===== config.mk =====
export PLATFORM = sky130hd
export DESIGN_NAME = fir_mac_sequencer
export DESIGN_NICKNAME = d
export VERILOG_FILES = /design/src/rtl/fir_mac_sequencer.sv
export SDC_FILE = /design/constraint.sdc
export NUM_CORES = 1
export LEC_CHECK = 0
export ABC_AREA = 1
export BUFFER_PORTS_ARGS = -buffer_cell sky130_fd_sc_hd__buf_2
export CAP_MARGIN = 20
export CORE_AREA = 8 8 177 179
export DETAILED_ROUTE_END_ITERATION = 8
export DIE_AREA = 0 0 185 187
export PLACE_DENSITY_LB_ADDON = 0.25
export SYNTH_ARGS = -nofsm -noshare
export SYNTH_HDL_FRONTEND = slang
export SYNTH_SLANG_ARGS = --single-unit

===== constraint.sdc =====
create_clock -name sys_clk -period 9 [get_ports sys_clk]
set_clock_uncertainty 0.05 [all_clocks]
set_input_delay 1.35 -clock sys_clk [delete_from_list [all_inputs] [get_ports sys_clk]]
set_output_delay 1.35 -clock sys_clk [all_outputs]
set_load 0.1 [all_outputs]

===== src/rtl/fir_mac_sequencer.sv =====
// Time-multiplexed FIR controller: one shared multiplier walks TAPS coefficients per
// accepted sample, then scales, saturates and strobes the result.
module fir_mac_sequencer #(
    parameter int TAPS  = 16,
    parameter int DW    = 8,
    parameter int CW    = 8,
    parameter int OW    = 16,
    parameter int SHIFT = 4
) (
    input  logic                    sys_clk,
    input  logic                    sys_rst_n,
    input  logic signed [DW-1:0]    sample_in,
    input  logic                    sample_valid,
    output logic                    sample_ready,
    input  logic                    coef_we,
    input  logic [$clog2(TAPS)-1:0] coef_addr,
    input  logic signed [CW-1:0]    coef_data,
    input  logic                    overrun_clr,
    output logic signed [OW-1:0]    fir_out,
    output logic                    fir_valid,
    output logic                    busy,
    output logic                    overrun
);
    localparam int AW   = $clog2(TAPS);
    localparam int PW   = DW + CW;
    localparam int ACCW = PW + AW;
    localparam int EW   = ACCW + OW;
    localparam logic signed [EW-1:0] OUT_MAX = EW'((64'sd1 <<< (OW - 1)) - 64'sd1);
    localparam logic signed [EW-1:0] OUT_MIN = -OUT_MAX - EW'(1);

    typedef enum logic [1:0] {IDLE, MAC, OUT} state_t;

    state_t                 state, state_nxt;
    logic [AW-1:0]          wr_ptr, k, rd_idx;
    logic signed [ACCW-1:0] acc, scaled;
    logic signed [EW-1:0]   scaled_ext;
    logic signed [PW-1:0]   product;
    logic signed [OW-1:0]   sat_val;
    logic                   accept;
    logic signed [DW-1:0]   delay [TAPS];
    logic signed [CW-1:0]   coef  [TAPS];

    // NOTE: every signal driven here gets a default first, so no path can infer a latch.
    always_comb begin
        state_nxt    = state;
        sample_ready = 1'b0;
        busy         = 1'b0;
        accept       = 1'b0;
        case (state)
            IDLE: begin
                sample_ready = 1'b1;
                accept       = sample_valid;
                if (sample_valid) state_nxt = MAC;
            end
            MAC: begin
                busy = 1'b1;
                if (k == AW'(TAPS - 1)) state_nxt = OUT;
            end
            OUT: begin
                busy      = 1'b1;
                state_nxt = IDLE;
            end
            default: state_nxt = IDLE;
        endcase
    end

    // Tap k pairs with the sample k positions older than the newest one (modulo TAPS).
    always_comb begin
        rd_idx     = wr_ptr - k;
        product    = coef[k] * delay[rd_idx];
        scaled     = acc >>> SHIFT;
        scaled_ext = EW'(scaled);
        if (scaled_ext > OUT_MAX)      sat_val = OW'(OUT_MAX);
        else if (scaled_ext < OUT_MIN) sat_val = OW'(OUT_MIN);
        else                           sat_val = OW'(scaled_ext);
    end

    // NOTE: state registers use non-blocking assignments so every flop samples pre-edge values.
    always_ff @(posedge sys_clk or negedge sys_rst_n) begin
        if (!sys_rst_n) begin
            state     <= IDLE;
            wr_ptr    <= '0;
            k         <= '0;
            acc       <= '0;
            fir_out   <= '0;
            fir_valid <= 1'b0;
            overrun   <= 1'b0;
            // NOTE: both memories are cleared on reset so stale pre-reset samples never leak
            // into the first results; this keeps them in flops rather than RAM.
            for (int i = 0; i < TAPS; i++) begin
                delay[i] <= '0;
                coef[i]  <= '0;
            end
        end else begin
            state     <= state_nxt;
            fir_valid <= 1'b0;

            if (sample_valid && !sample_ready) overrun <= 1'b1;
            else if (overrun_clr)              overrun <= 1'b0;

            if (coef_we && state == IDLE) coef[coef_addr] <= coef_data;

            case (state)
                IDLE: begin
                    if (accept) begin
                        delay[wr_ptr] <= sample_in;
                        acc           <= '0;
                        k             <= '0;
                    end
                end
                MAC: begin
                    acc <= acc + ACCW'(product);
                    k   <= k + 1'b1;
                end
                OUT: begin
                    fir_out   <= sat_val;
                    fir_valid <= 1'b1;
                    wr_ptr    <= wr_ptr + 1'b1;
                end
                default: ;
            endcase
        end
    end
endmodule


* Yosys cells after proc, flatten, opt, wreduce, memory -nomap -nowiden *
Cells that the tools add are included.

word-level totals
  flip-flop bits (word level) = 304
  bits of input ports = 25
  output and inout port bits = 20

cells by class
  add/sub/neg operators = 4
  multiply operators = 1
  $lt $le $gt $ge = 8
  equal/unequal tests = 6
  mux-type cells = 27
  bitwise logic cells = 4
  reduce and logical (&&, ||, !) cells = 12

operators with widths
  cell                                                                  number
  128-bit bitwise mux                                                   2
  8-bit binary-select mux with 4-bit select                             2
  8-bit demux with 4-bit select                                         2
  8-bit two-way mux                                                     6
  20-bit case mux with 2 select lines                                   1
  16-bit two-way mux                                                    2
  20-bit by 16-bit adder with 20-bit output                             1
  5-bit >= comparator, second input constant                            4
  20-bit two-way mux                                                    1
  4-bit NOT with 5-bit output                                           4
  16-bit > comparator, second input constant                            1
  16-bit < comparator, second input constant                            1
  8-bit by 8-bit multiplier with 16-bit output                          1
  5-bit by 1-bit < comparator with 1-bit output, second input constant  2
  4-bit by 1-bit adder with 4-bit output, second input constant         2
  4-bit case mux with 2 select lines                                    1
  1-bit two-way mux                                                     6
  2-bit != test, second input constant                                  3
  2-bit AND reduction                                                   3
  4-bit equality test, second input constant                            1
  1-bit logical AND                                                     4
  2-bit two-way mux                                                     2
  4-bit two-way mux                                                     1
  2-bit case mux with 2 select lines                                    1
  other kinds (7)                                                       8

* Longest topological paths before layout *
  word-level depth = 8
  depth in mapped cells = 35

* Worst setup path before layout *
Ideal clock, no wire load.

  path kind = register to register
  start = register k[1]
  end = register acc[17]
  arrival = 6.470 ns
  data required time = 8.832 ns
  slack = 2.362 ns
  stages on the path, launching flop included = 29
  buffers on the path = 4
  clock period less this slack = 6.638 ns
  cell sequence = dfrtp_1 buf_2 clkinv_1 clkbuf_1 fa_1 buf_2 clkbuf_1 o211ai_1 o21ai_0 nand2_1 nand2_1 nand2_1 nand2_1 nor2_1 fa_1 fa_1 fa_1 fa_1 ha_1 ha_1 nand2_1 nor2_1 inv_1 nor3_1 nand2_1 nand2_1 nand2_1 nand3_1 nand2_1

on the way
  word-level cells in the longest chain between the ends = 8
  elaborated cells between the ends (all ways) = 12

ends and longest elaborated chain
  item                                                  RTL line  source
  start: declaration                                    34        logic [AW-1:0] wr_ptr, k, rd_idx;
  start signal: assignment                              113       k <= k + 1'b1;
  4-bit subtractor                                      69        rd_idx = wr_ptr - k;
  4-bit NOT with 5-bit output (implied by the code)     70        product = coef[k] * delay[rd_idx];
  8-bit binary-select mux with 4-bit select             70
  8-bit two-way mux (implied by the code) (2 in a row)  70
  8-bit by 8-bit multiplier with 16-bit output *        70
  20-bit by 16-bit adder with 20-bit output *           112       acc <= acc + ACCW'(product);
  20-bit case mux with 2 select lines *                 103       case (state)
  end signal: assignment                                112
  end: declaration                                      35        logic signed [ACCW-1:0] acc, scaled;

Every way passes the cells marked *; elsewhere a longest branch is shown, timed or not. The select of a mux whose other input is x is not followed.
A chain may end at the register's enable or synchronous reset.

* Worst setup path after layout *
  start = register k[2]
  end = register acc[18]

Same word-level chain as after synthesis.

==> impl_metrics.tcl <==
set metrics [dict create \
    fillers 2346 \
    grt_pass1_wl_um 72600 \
    hp-class "reg -> reg" \
    grt_pass1_vias 14352 \
    syn-cell-area_um2 17600 \
    antenna_left 0 \
    vias 14488 \
    syn_inst 2183 \
    fin_nets 2350 \
    setup_tns_ps 0 \
    synth_simple_gate_area_share_pct 21.3 \
    synth_top_family_by_area "simple AND/OR/NAND/NOR gates" \
    ys_types 37 \
    design_area_um2 19200 \
    clkTransAtPathRegs_ps 50 \
    yosysMostFrequentCell "nand2_1" \
    setup_viol 0 \
    post_cts_resized 0 \
    synth_seq_cells 304 \
    yosysSeqAreaShare_pct 43.2 \
    place.gp.congestion 0.922 \
    worst_pin_slew_ps 1140 \
    max_freq_ghz 0.137 \
    dp_cells 2526 \
    synth_fa_ha_area_share_pct 14.2 \
    fin_crit_sh_pct 81.1 \
    worstSkewPairLatency_ps 520 \
    slew_viol_final 0 \
    portBuffers 44 \
    end_kind "flop" \
    status "finished clean" \
    cp_slowest_cell "dfrtp_1" \
    required_ps 9360 \
    num_antenna_cells 0 \
    dr.first_iter.drc_count 1386 \
    cts.path.max_buffers 3 \
    cpPeakStageDelay_ps 830 \
    cts_buffers 35 \
    grt.overflow.total 0 \
    rows 62 \
    crit_type "reg -> reg" \
    area_delta_synth_final_pct 9.18 \
    htreeDepth 2 \
    synth_top_cell_area_share_pct 43.2 \
    postCtsHoldBufs 0 \
    finalCriticalPeriod_ps 7300 \
    die_w_um 185 \
    yosys_warnings 0 \
    grt_max_degree 196 \
    slew_headroom_pct 24.3 \
    syn_nets 2354 \
    cp.arrival_ps 7650 \
    io_pins 45 \
    synth_area_leader_cell "dfrtp_1" \
    synth_edf_count 0 \
    grt_use_total_pct 25.8 \
    cts_setup_buffers 0 \
    dieArea_um2 34600 \
    drt-wirelength-per-cell_um 16.6 \
    cp_common_cell "nand2_1" \
    whs_ps 418 \
    wirelength_um 43100 \
    drt_pass1_iterations 6 \
    synth_xor_area_share_pct 0.589 \
    fp.coreArea_um2 28400 \
    cap_viol_max_count 0 \
    final-hold-violation-count 0 \
    synth_commonest_cells "nand2_1 (668), o21ai_0 (323), dfrtp_1 (304)" \
    initial_core_util_pct 62.1 \
    cts_root_buf "clkbuf_16" \
    rsz0062_at_grt "no" \
    dp_hpwl_um 29500 \
    synthMuxAreaShare_pct 0 \
    stdcell_count 2587 \
    die_height_um 187 \
    via_per_inst 5.60 \
    drc 0 \
    antenna_found_initial 0 \
    avgSynthCellArea_um2 8.07 \
    post_dp_cell_area_um2 18100 \
    clock_sinks 304 \
    ys.flop_type "dfrtp_1" \
    cts_tree "yes" \
    drive_above_1_share_pct 6.63 \
    worstPathMaxFanout 20 \
    async_reset_ff_share_pct 100 \
    synth_area_leaders "dfrtp_1 (43%), nand2_1 (14%), fa_1 (10%)" \
    synth_compound_gate_area_share_pct 12.5 \
    start_kind "flop" \
]
[per-stage QoR]
stage          setup WS, ps  util, %
2_1_floorplan          2360        -
3_3_place_gp           1760     63.7
3_5_place_dp           1720     63.7
4_1_cts                1720     67.8
5_1_grt                1200     67.8
6_report               1700     67.8
[critical path: cells and delay by family (launching register included)]
kind | cells | cell delay (ps)
adders and majority gates | 7 | 3270
AOI/OAI and AO/OA | 1 | 200
DFF | 1 | 830
and+or+nand+nor | 12 | 1070
buffers and inverters | 8 | 1160
xor gates and xnor gates | 1 | 590
[placed cells by master, fill, tap and decap left out, types with 3 or more instances in the layout]
cell       count
nand2_1      668
nand3b_1       4
a21oi_1       55
clkinv_1       4
dfrtp_1      303
buf_4         15
o21ai_0      323
bufinv_16      3
o211ai_1      32
nor2_1       100
clkbuf_8       7
xor2_1         4
fa_1          89
buf_2         43
clkbuf_16     36
nand3_1      134
inv_1        259
nand4_1        5
inv_2          9
o22ai_1        4
clkinv_2       4
nand2_2        9
clkbuf_1       9
ha_1          55
[registers in the layout (all words and copies together) (netlist names)]
signal,flops
coef,128
delay,128
acc,20
fir_out,16
k,4
wr_ptr,4
state,2
fir_valid,1
overrun,1
[kinds of logic after synthesis]
| group | after synthesis |
|---|---|
| AND/OR/NAND/NOR | 930 |
| AO/OA/AOI/OAI | 420 |
| buffers and inverters | 375 |
| flip-flops | 304 |
| adder cells (fa/ha/maj) | 146 |
| XOR/XNOR | 8 |
[layer usage]
metal,vias up,part of all wire (%),GRT usage [%]
li1,6891,-,-
met1,7031,44,36.3
met2,473,46,40.4
met3,93,6.6,3.90
met4,0,3.0,8.56
met5,-,0,0
[path summary, 6_finish.rpt]
kind	cells past startpoint	end	startpoint	slack (ps)
hold / removal	2	fir_out[9]$_DFFE_PN0P_	fir_out[9]$_DFFE_PN0P_	420
hold reg to reg	2	fir_out[9]$_DFFE_PN0P_	fir_out[9]$_DFFE_PN0P_	420
setup / recovery	29	acc[18]$_DFFE_PN0P_	k[2]$_DFFE_PN0P_	1700
setup reg to reg	29	acc[18]$_DFFE_PN0P_	k[2]$_DFFE_PN0P_	1700
min in group asynchronous	1	delay[21]$_DFFE_PN0P_	sys_rst_n	830
max in group asynchronous	2	k[2]$_DFFE_PN0P_	sys_rst_n	6440
[area by class of cell]
type / count / area (um^2) / area share, %
clock buffer: 52 / 1030 / 5.36
multi-input combinational: 1504 / 8590 / 44.6
tap: 384 / 480 / 2.50
inverter: 274 / 1030 / 5.36
timing repair buffer: 60 / 363 / 1.89
clock inverter: 9 / 139 / 0.722
sequential: 304 / 7610 / 39.5
Power is left out: the tool's default activity adds up to more than one toggle a clock period on the data nets, which glitch-free logic cannot reach.
